**src/rtl/cbfp_pkg.sv**
```systemverilog
// Shared CBFP widths, sample types and the round/saturate step used by every CBFP stage.
// Combinational helpers only, no state; no flow control of its own.
package cbfp_pkg;

    localparam int IN_WIDTH     = 23;
    localparam int OUT_WIDTH    = 11;
    localparam int LZC_WIDTH    = 5;
    localparam int SMP_PER_PATH = 8;
    localparam int NUM_SMP      = 4 * SMP_PER_PATH;
    localparam int MAX_OUT      = 2 ** (OUT_WIDTH - 1) - 1;

    typedef logic signed [IN_WIDTH-1:0]  in_smp_t;
    typedef logic signed [OUT_WIDTH-1:0] out_smp_t;
    typedef logic        [LZC_WIDTH-1:0] lzc_t;

    localparam lzc_t MAX_SH = lzc_t'(IN_WIDTH - 1);

    // Keep the top OUT_WIDTH bits, rounding half-up on the first discarded bit.
    function automatic out_smp_t round_sat(input in_smp_t t);
        logic signed [IN_WIDTH:0]  s;
        logic signed [OUT_WIDTH:0] r;
        s = $signed({t[IN_WIDTH-1], t}) + $signed((IN_WIDTH + 1)'(1 << (IN_WIDTH - OUT_WIDTH - 1)));
        r = (OUT_WIDTH + 1)'(s >>> (IN_WIDTH - OUT_WIDTH));
        if (r > MAX_OUT) begin
            return out_smp_t'(MAX_OUT);
        end
        return out_smp_t'(r);
    endfunction

    // An all-zero block reports the maximum LZC; never shift past the sign bit.
    function automatic lzc_t clamp_sh(input lzc_t m);
        return (m > MAX_SH) ? MAX_SH : m;
    endfunction

endpackage

```
**src/rtl/cbfp1_norm_lane.sv**
```systemverilog
// One-sample normaliser: left shift by the block exponent, then round and saturate.
// Latency: combinational.
// Backpressure: none.
module cbfp1_norm_lane
    import cbfp_pkg::*;
(
    input  in_smp_t  din,
    input  lzc_t     sh,
    output out_smp_t dout
);

    in_smp_t t;

    assign t    = din <<< sh;
    assign dout = round_sat(t);

endmodule

```
**src/rtl/cbfp1_shift_apply.sv**
```systemverilog
// Stage-1 CBFP normaliser: aligns butterfly data with its min-LZC, shifts, rounds, saturates.
// Latency: valid_out follows valid_in by MIN_LAT+1 en-cycles.
// Backpressure: none; en=0 freezes every register, bubbles pass through as valid_out=0.
module cbfp1_shift_apply
    import cbfp_pkg::*;
#(
    parameter int MIN_LAT        = 2,
    parameter int BLKS_PER_FRAME = 32,
    parameter int IDX_WIDTH      = $clog2(BLKS_PER_FRAME)
) (
    input  logic                 clk,
    input  logic                 rstn,
    input  logic                 en,
    input  logic                 valid_in,
    input  in_smp_t              din_R_add [SMP_PER_PATH],
    input  in_smp_t              din_Q_add [SMP_PER_PATH],
    input  in_smp_t              din_R_sub [SMP_PER_PATH],
    input  in_smp_t              din_Q_sub [SMP_PER_PATH],
    input  lzc_t                 min_in_add,
    input  lzc_t                 min_in_sub,
    output logic                 valid_out,
    output out_smp_t             dout_R_add [SMP_PER_PATH],
    output out_smp_t             dout_Q_add [SMP_PER_PATH],
    output out_smp_t             dout_R_sub [SMP_PER_PATH],
    output out_smp_t             dout_Q_sub [SMP_PER_PATH],
    output lzc_t                 exp_add,
    output lzc_t                 exp_sub,
    output logic [IDX_WIDTH-1:0] blk_idx,
    output logic                 blk_last
);

    localparam logic [IDX_WIDTH-1:0] LAST_IDX = IDX_WIDTH'(BLKS_PER_FRAME - 1);

    // Flat sample order: R_add, Q_add, R_sub, Q_sub; the first half uses the add exponent.
    in_smp_t              din_all [NUM_SMP];
    in_smp_t              dly     [MIN_LAT][NUM_SMP];
    logic [MIN_LAT-1:0]   vld_dly;
    out_smp_t             norm    [NUM_SMP];
    out_smp_t             dout_q  [NUM_SMP];
    lzc_t                 sh_add;
    lzc_t                 sh_sub;
    logic [IDX_WIDTH-1:0] nxt_idx;
    logic                 aligned_vld;

    for (genvar g = 0; g < SMP_PER_PATH; g++) begin : g_io
        assign din_all[g]                    = din_R_add[g];
        assign din_all[g + SMP_PER_PATH]     = din_Q_add[g];
        assign din_all[g + 2 * SMP_PER_PATH] = din_R_sub[g];
        assign din_all[g + 3 * SMP_PER_PATH] = din_Q_sub[g];
        assign dout_R_add[g] = dout_q[g];
        assign dout_Q_add[g] = dout_q[g + SMP_PER_PATH];
        assign dout_R_sub[g] = dout_q[g + 2 * SMP_PER_PATH];
        assign dout_Q_sub[g] = dout_q[g + 3 * SMP_PER_PATH];
    end

    always_ff @(posedge clk or negedge rstn) begin
        if (!rstn) begin
            vld_dly <= '0;
            for (int s = 0; s < MIN_LAT; s++) begin
                for (int i = 0; i < NUM_SMP; i++) begin
                    dly[s][i] <= '0;
                end
            end
        end else if (en) begin
            vld_dly[0] <= valid_in;
            dly[0]     <= din_all;
            for (int s = 1; s < MIN_LAT; s++) begin
                vld_dly[s] <= vld_dly[s-1];
                dly[s]     <= dly[s-1];
            end
        end
    end

    assign aligned_vld = vld_dly[MIN_LAT-1];
    assign sh_add      = clamp_sh(min_in_add);
    assign sh_sub      = clamp_sh(min_in_sub);

    for (genvar g = 0; g < NUM_SMP; g++) begin : g_lane
        cbfp1_norm_lane u_lane (
            .din  (dly[MIN_LAT-1][g]),
            .sh   ((g < 2 * SMP_PER_PATH) ? sh_add : sh_sub),
            .dout (norm[g])
        );
    end

    // nxt_idx is the index the next valid block will carry; blk_idx shows the current one.
    always_ff @(posedge clk or negedge rstn) begin
        if (!rstn) begin
            valid_out <= 1'b0;
            exp_add   <= '0;
            exp_sub   <= '0;
            blk_idx   <= '0;
            nxt_idx   <= '0;
            for (int i = 0; i < NUM_SMP; i++) begin
                dout_q[i] <= '0;
            end
        end else if (en) begin
            valid_out <= aligned_vld;
            if (aligned_vld) begin
                dout_q  <= norm;
                exp_add <= sh_add;
                exp_sub <= sh_sub;
                blk_idx <= nxt_idx;
                nxt_idx <= (nxt_idx == LAST_IDX) ? '0 : nxt_idx + IDX_WIDTH'(1);
            end
        end
    end

    assign blk_last = valid_out && (blk_idx == LAST_IDX);

endmodule

```
**config.mk**
```make
export PLATFORM = sky130hd
export DESIGN_NAME = cbfp1_shift_apply
export DESIGN_NICKNAME = d
export VERILOG_FILES = /design/src/rtl/cbfp_pkg.sv /design/src/rtl/cbfp1_norm_lane.sv /design/src/rtl/cbfp1_shift_apply.sv
export SDC_FILE = /design/constraint.sdc
export NUM_CORES = 2
export LEC_CHECK = 0
export CAP_MARGIN = 30
export CORE_AREA = 4 4 666 668
export DETAILED_ROUTE_END_ITERATION = 8
export DIE_AREA = 0 0 670 672
export PLACE_DENSITY = 0.47
export SLEW_MARGIN = 10
export SYNTH_ARGS = -nofsm -noshare
export SYNTH_HDL_FRONTEND = slang
export SYNTH_SLANG_ARGS = --single-unit
export TNS_END_PERCENT = 10
```
**constraint.sdc**
```tcl
create_clock -name clk -period 4.6 [get_ports clk]
set_input_delay 0.69 -clock clk [delete_from_list [all_inputs] [get_ports clk]]
set_output_delay 0.69 -clock clk [all_outputs]
set_load 0.05 [all_outputs]
```
# ---- Word level (Yosys, flattened, before mapping)
# Cells that the tools add are included.
dict set report word_totals {
  reg_bits 1847
  output_inout_bits 369
}
dict set report op_classes {
  n_addsub 33
  order_cmp 34
  n_eq_ne 2
  shifts 32
  mux 99
  reduce_logical 2
}
# op count
set ops {}
lappend ops {{$add A23 B13 Y24 const B} 32}
lappend ops {{$sshl A23 B5 Y23} 32}
lappend ops {{$mux W11} 64}
lappend ops {{$gt A12 B11 Y1 const B} 32}
lappend ops {{$mux W1} 32}
lappend ops {{$mux W5} 3}
lappend ops {{$eq A5 B5 Y1 const B} 2}
lappend ops {{$gt A5 B5 Y1 const B} 2}
lappend ops {{$add A5 B1 Y5 const B} 1}
lappend ops {{$reduce_and A2 Y1} 1}
lappend ops {{$logic_and A1 B1 Y1} 1}

# ---- Depth between registers and ports, before layout
dict set report logic_depth {
  ltp_word 7
  ltp_mapped 22
  depth_no_buf 14
}

# ---- Hierarchy
# Synthesis repeated with hierarchy kept, for this count alone.
dict set report unflattened {
  hier_cells 9399
  hier_area_um2 127761.3
}
# module n_inst cells_each area_per_inst_um2 seq_area_each_um2
set modules_own_cells {}
lappend modules_own_cells {cbfp1_shift_apply 1 3927 71547.4 46219.3}
lappend modules_own_cells {cbfp1_norm_lane 32 171 1756.7 0.0}

# ---- Least setup slack after synthesis
# No wires, ideal clock.
dict set report synth_path {
  path_kind {input to register}
  startpoint {in min_in_sub[3]}
  endpoint {reg dout_q, in the netlist dout_Q_sub[75]}
  setup_ps 120
  t_arrival_ps 4598
  t_required_ps 4480
  slack_ps -118
  stages 16
  n_path_buf 9
  path_cell_list {buf_6 -> buf_2 -> buf_2 -> buf_2 -> clkbuf_1 -> clkbuf_1 -> buf_1 -> buf_1 -> buf_1 -> nor2_1 -> a211oi_1 -> ha_1 -> nor4b_1 -> inv_1 -> or3b_1 -> a31o_2}
}
dict set report synth_between {
  elab_chain_cells 7
}
# item line_no
set synth_rtl {}
lappend synth_rtl {{start, declared} cbfp1_shift_apply.sv:20} ;# input lzc_t min_in_sub,
lappend synth_rtl {{$gt A5 B5 Y1} cbfp_pkg.sv:32} ;# return (m > MAX_SH) ? MAX_SH : m;
lappend synth_rtl {{$mux W5 *} cbfp_pkg.sv:32}
lappend synth_rtl {{$sshl A23 B5 Y23 *} cbfp1_norm_lane.sv:14} ;# assign t = din <<< sh;
lappend synth_rtl {{$add A23 B13 Y24 *} cbfp_pkg.sv:22} ;# s = $signed({t[IN_WIDTH-1], t}) + $signed((IN_WIDTH + 1)'(1 << (IN_WIDTH - OUT_WIDTH - 1)));
lappend synth_rtl {{$gt A12 B11 Y1} cbfp_pkg.sv:24} ;# if (r > MAX_OUT) begin
lappend synth_rtl {{$mux W1} cbfp_pkg.sv:24}
lappend synth_rtl {{$mux W11 *} cbfp_pkg.sv:27} ;# return out_smp_t'(r);
lappend synth_rtl {{end signal, assigned} cbfp1_shift_apply.sv:100} ;# dout_q <= norm;
lappend synth_rtl {{end, declared} cbfp1_shift_apply.sv:39} ;# out_smp_t dout_q [NUM_SMP];
# Every way passes the cells marked *; elsewhere a longest branch is shown, timed or not.
# A chain may end at the register's enable or synchronous reset.

# ---- Worst setup path in the final report
dict set report layout_path {
  startpoint {in min_in_sub[3]}
  endpoint {reg dout_q, in the netlist dout_R_sub[41]}
}
# Same word-level chain as after synthesis.

==> results.tsv <==
stage	metric	value	unit
run_status	run_status	complete, no violations	
synth	synth_top_cell_by_area	dfrtp_1	
synth	synthFlopType	dfrtp_1	
sta	whs	0.2310	ns
worst_setup_path	rr_worst_depth	9	
layout	layout-drive-gt1-share	0.2790	
worst_setup_path	worstSetupPathType	in2reg	
synth	synth_top_family_by_area	multiplexers	
cts	cts_max_path_buffers	4	
layout	multi_input_area	0.05906	mm2
worst_setup_path	crit_buf_inv	4	
drt	vias_per_cell	5.527	
worst_setup_path	max_stage_delay	0.60	ns
drt	drcViolationCount	0	
drt	drtIter0Drc	11110	
synth	synth_edf_count	0	
synth	yosysMostFrequentCell	dfrtp_1	
worst_setup_path	crit_path_max_fanout	19	
drt	wl_per_cell	33.91	um
cts	post_cts_buffers	0	
worst_setup_path	end_kind	register	
floorplanning	initial_utilization	0.2497	
sta	final_hold_viol_count	0	
placed_design	place_congestion	0.9987	
placed_design	portBuffers	1118	
global_route	grt_pass1_vias	94940	
worst_setup_path	path_depth	13	
synth	ys_top_cells_by_count	dfrtp_1, mux2_2, mux2i_1	
sta	setup_viol	0	
worst_setup_path	path_cells	buf_4, nand2b_2, o21ai_4, buf_12, buf_4, mux4_2, a221oi_1, buf_4, a21boi_0, nand2_1, or3b_1, mux2i_1, a31oi_1	
sta	max_freq	262.4	MHz
worst_setup_path	crit_top_cell	buf_4	
floorplanning	die_y	672	um
sta	period_needed	3.810	ns
cts	holdBufCountCts	1	
drt	dr.pass1.iters	7	
synth	ys_seq_area_frac	0.4234	
worst_setup_path	worstPathArrival	4.52	ns
cts	clock_latency	0.95	ns
sta	drv_slew	0	
worst_setup_path	start_kind	input pin	
cts	cts_resized	0	
synth	netlist_instances	9917	
synth	synth_fa_ha_area_frac	0.003897	
synth	synth_nets	10700	
pwr	powerDensity	434.6	mW/mm2
floorplanning	pin_count	1119	
worst_hold_path	holdPathStages	4	
synth	ys.warnings.count	0	
global_route	grt_pass1_wl	798400	um
worst_hold_path	hold_class	in2reg	
synth	synth_compound_area_frac	0.1348	
synth	synth_top_area_frac	0.4234	
layout	syn_to_final_growth	27.70	%
worst_setup_path	crit_start	min_in_sub[3]	
drt	drtAntennaViolNets	0	
sta	grt_setup_unrepaired	false	
drt	routed_wirelength	585200	um
global_route	track_usage	0.2490	
cts	tritoncts	built	
job	max-cap-violations	0	
pwr	power	0.06059	W
synth	synth_area_leaders	dfrtp_1, mux2_2, mux2i_1, mux4_2, nand2_1	
floorplanning	dieWidth	670	um
global_route	antenna_found_initial	54	
cts	cts_buffers	220	
synth	synth_area	0.1092	mm2
synth	synth-simple-area-share	0.09242	
pwr	ir_drop	0.3679	mV
cts	clkSinkCount	1847	
sta	slew_headroom	0.2397	
layout	regArea	0.04622	mm2
worst_setup_path	critical_path_required	5.31	ns
floorplanning	dieArea	0.4502	mm2
layout	fin_nets	12100	
synth	synthArstFlopShare	1.000	
placed_design	dp_hpwl	455900	um
worst_hold_path	min_from	min_in_sub[4]	
cts	htree_levels	4	
synth	synth-seq-cells	1847	
cts	cts.clk_slew.worst_paths	0.06	ns
worst_setup_path	path_delay_family	compound AO/OA/AOI/OAI gates	
synth	postSynthAreaPerCell	11.01	um2
synth	synth_xor_area_frac	0.01885	
sta	fin_skew	0.1184	ns
drt	vias	95370	
global_route	grt_max_degree	156	
cts	cts_root_buffer	clkbuf_16	
sta	worst_slew_pin_slew	1.136	ns
floorplanning	core-area	0.4372	mm2
floorplanning	row_count	243	
global_route	grt_overflow_total	0	
layout	fillers	44860	
synth	synth_cell_type_count	115	
synth	synth.mux.area_fraction	0.2879	
sta	fin_crit_sh	0.8283	
worst_setup_path	crit_slowest_cell	a221oi_1	
pwr	leakage	56.97	nW
worst_setup_path	rr_startpoint	dly[266]	
worst min-delay path, stage by stage:
cell     delay [ns]
buf_6          0.17
nor3_1         0.08
a21oi_1        0.11
a21oi_1        0.07
logic make-up after synthesis:
| group | Yosys count |
|---|---|
| adders and majority gates | 34 |
| muxes | 2712 |
| buffers and inverters | 874 |
| xor gates and xnor gates | 235 |
| and+or+nand+nor | 2177 |
| AOI/OAI and AO/OA | 2038 |
| DFF | 1847 |
cells in the final DEF, fill, tap and decap left out, types with 119 or more instances in the layout:
cell type / count
nand2_1: 832
o21ai_0: 201
o22ai_1: 172
mux2_2: 1620
xnor2_1: 144
clkdlybuf4s50_1: 1098
a211oi_1: 133
a21oi_1: 326
a31oi_1: 189
dfrtp_1: 1847
nor2_1: 516
mux2i_1: 910
clkbuf_16: 220
o211ai_1: 144
buf_4: 731
mux4_2: 180
nand3_1: 220
a22oi_1: 119
per-stage QoR:
| stage | TNS, ns | std cells | util | instance area [um2] | setup slack (ns) |
|---|---|---|---|---|---|
| after global routing | 0 | 17240 | 0.3188 | 139400 | 0.7885 |
| after floorplan | -0.02727 | 9917 | - | 109200 | -0.006792 |
| after global placement | 0 | 16830 | 0.3012 | 131700 | 0.02029 |
| final | 0 | 17260 | 0.3189 | 139400 | 0.7897 |
| after CTS | 0 | 17240 | 0.3187 | 139400 | 0.8990 |
| after detailed placement | -0.04754 | 16850 | 0.3020 | 132000 | -0.04754 |
final timing paths:
kind,to,slack [ns]
worst max-delay path,dout_R_sub[41],0.79
worst min-delay path,dout_Q_sub[58],0.23
worst max register to register,dout_R_sub[41],1.19
worst min register to register,dly[228],0.45
max in group asynchronous,dout_R_sub[15],2.83
min in group asynchronous,dly[1391],0.30
final cells by class:
type,instances,share of cell area
inverter,83,0.002235
multi-input combinational,7196,0.4237
clock inverter,81,0.006687
antenna,17,0.0003052
clock buffer,311,0.04568
sequential,1847,0.3315
timing repair buffer,1964,0.1382
tap,5757,0.05167
power breakdown:
part | internal, W | total, W | switching [W]
sequential | 0.0188 | 0.0229 | 0.00409
combinational | 0.00787 | 0.0200 | 0.0121
clock | 0.0101 | 0.0177 | 0.00760
flip-flops by register name (all words and copies together) (netlist names):
name	flops
dout_R_sub	88
dly	1472
dout_Q_add	88
dout_Q_sub	88
dout_R_add	88
vld_dly	2
exp_add	5
exp_sub	5
blk_idx	5
nxt_idx	5
valid_out	1
metal layers:
metal	vias up	track usage	share of wire
met5	-	0	0.00031
met1	49000	0.3102	0.40
met2	4815	0.3976	0.46
li1	40290	-	-
met4	28	0.1413	0.067
met3	1238	0.05533	0.078
Power figures use the tool's default switching activity.
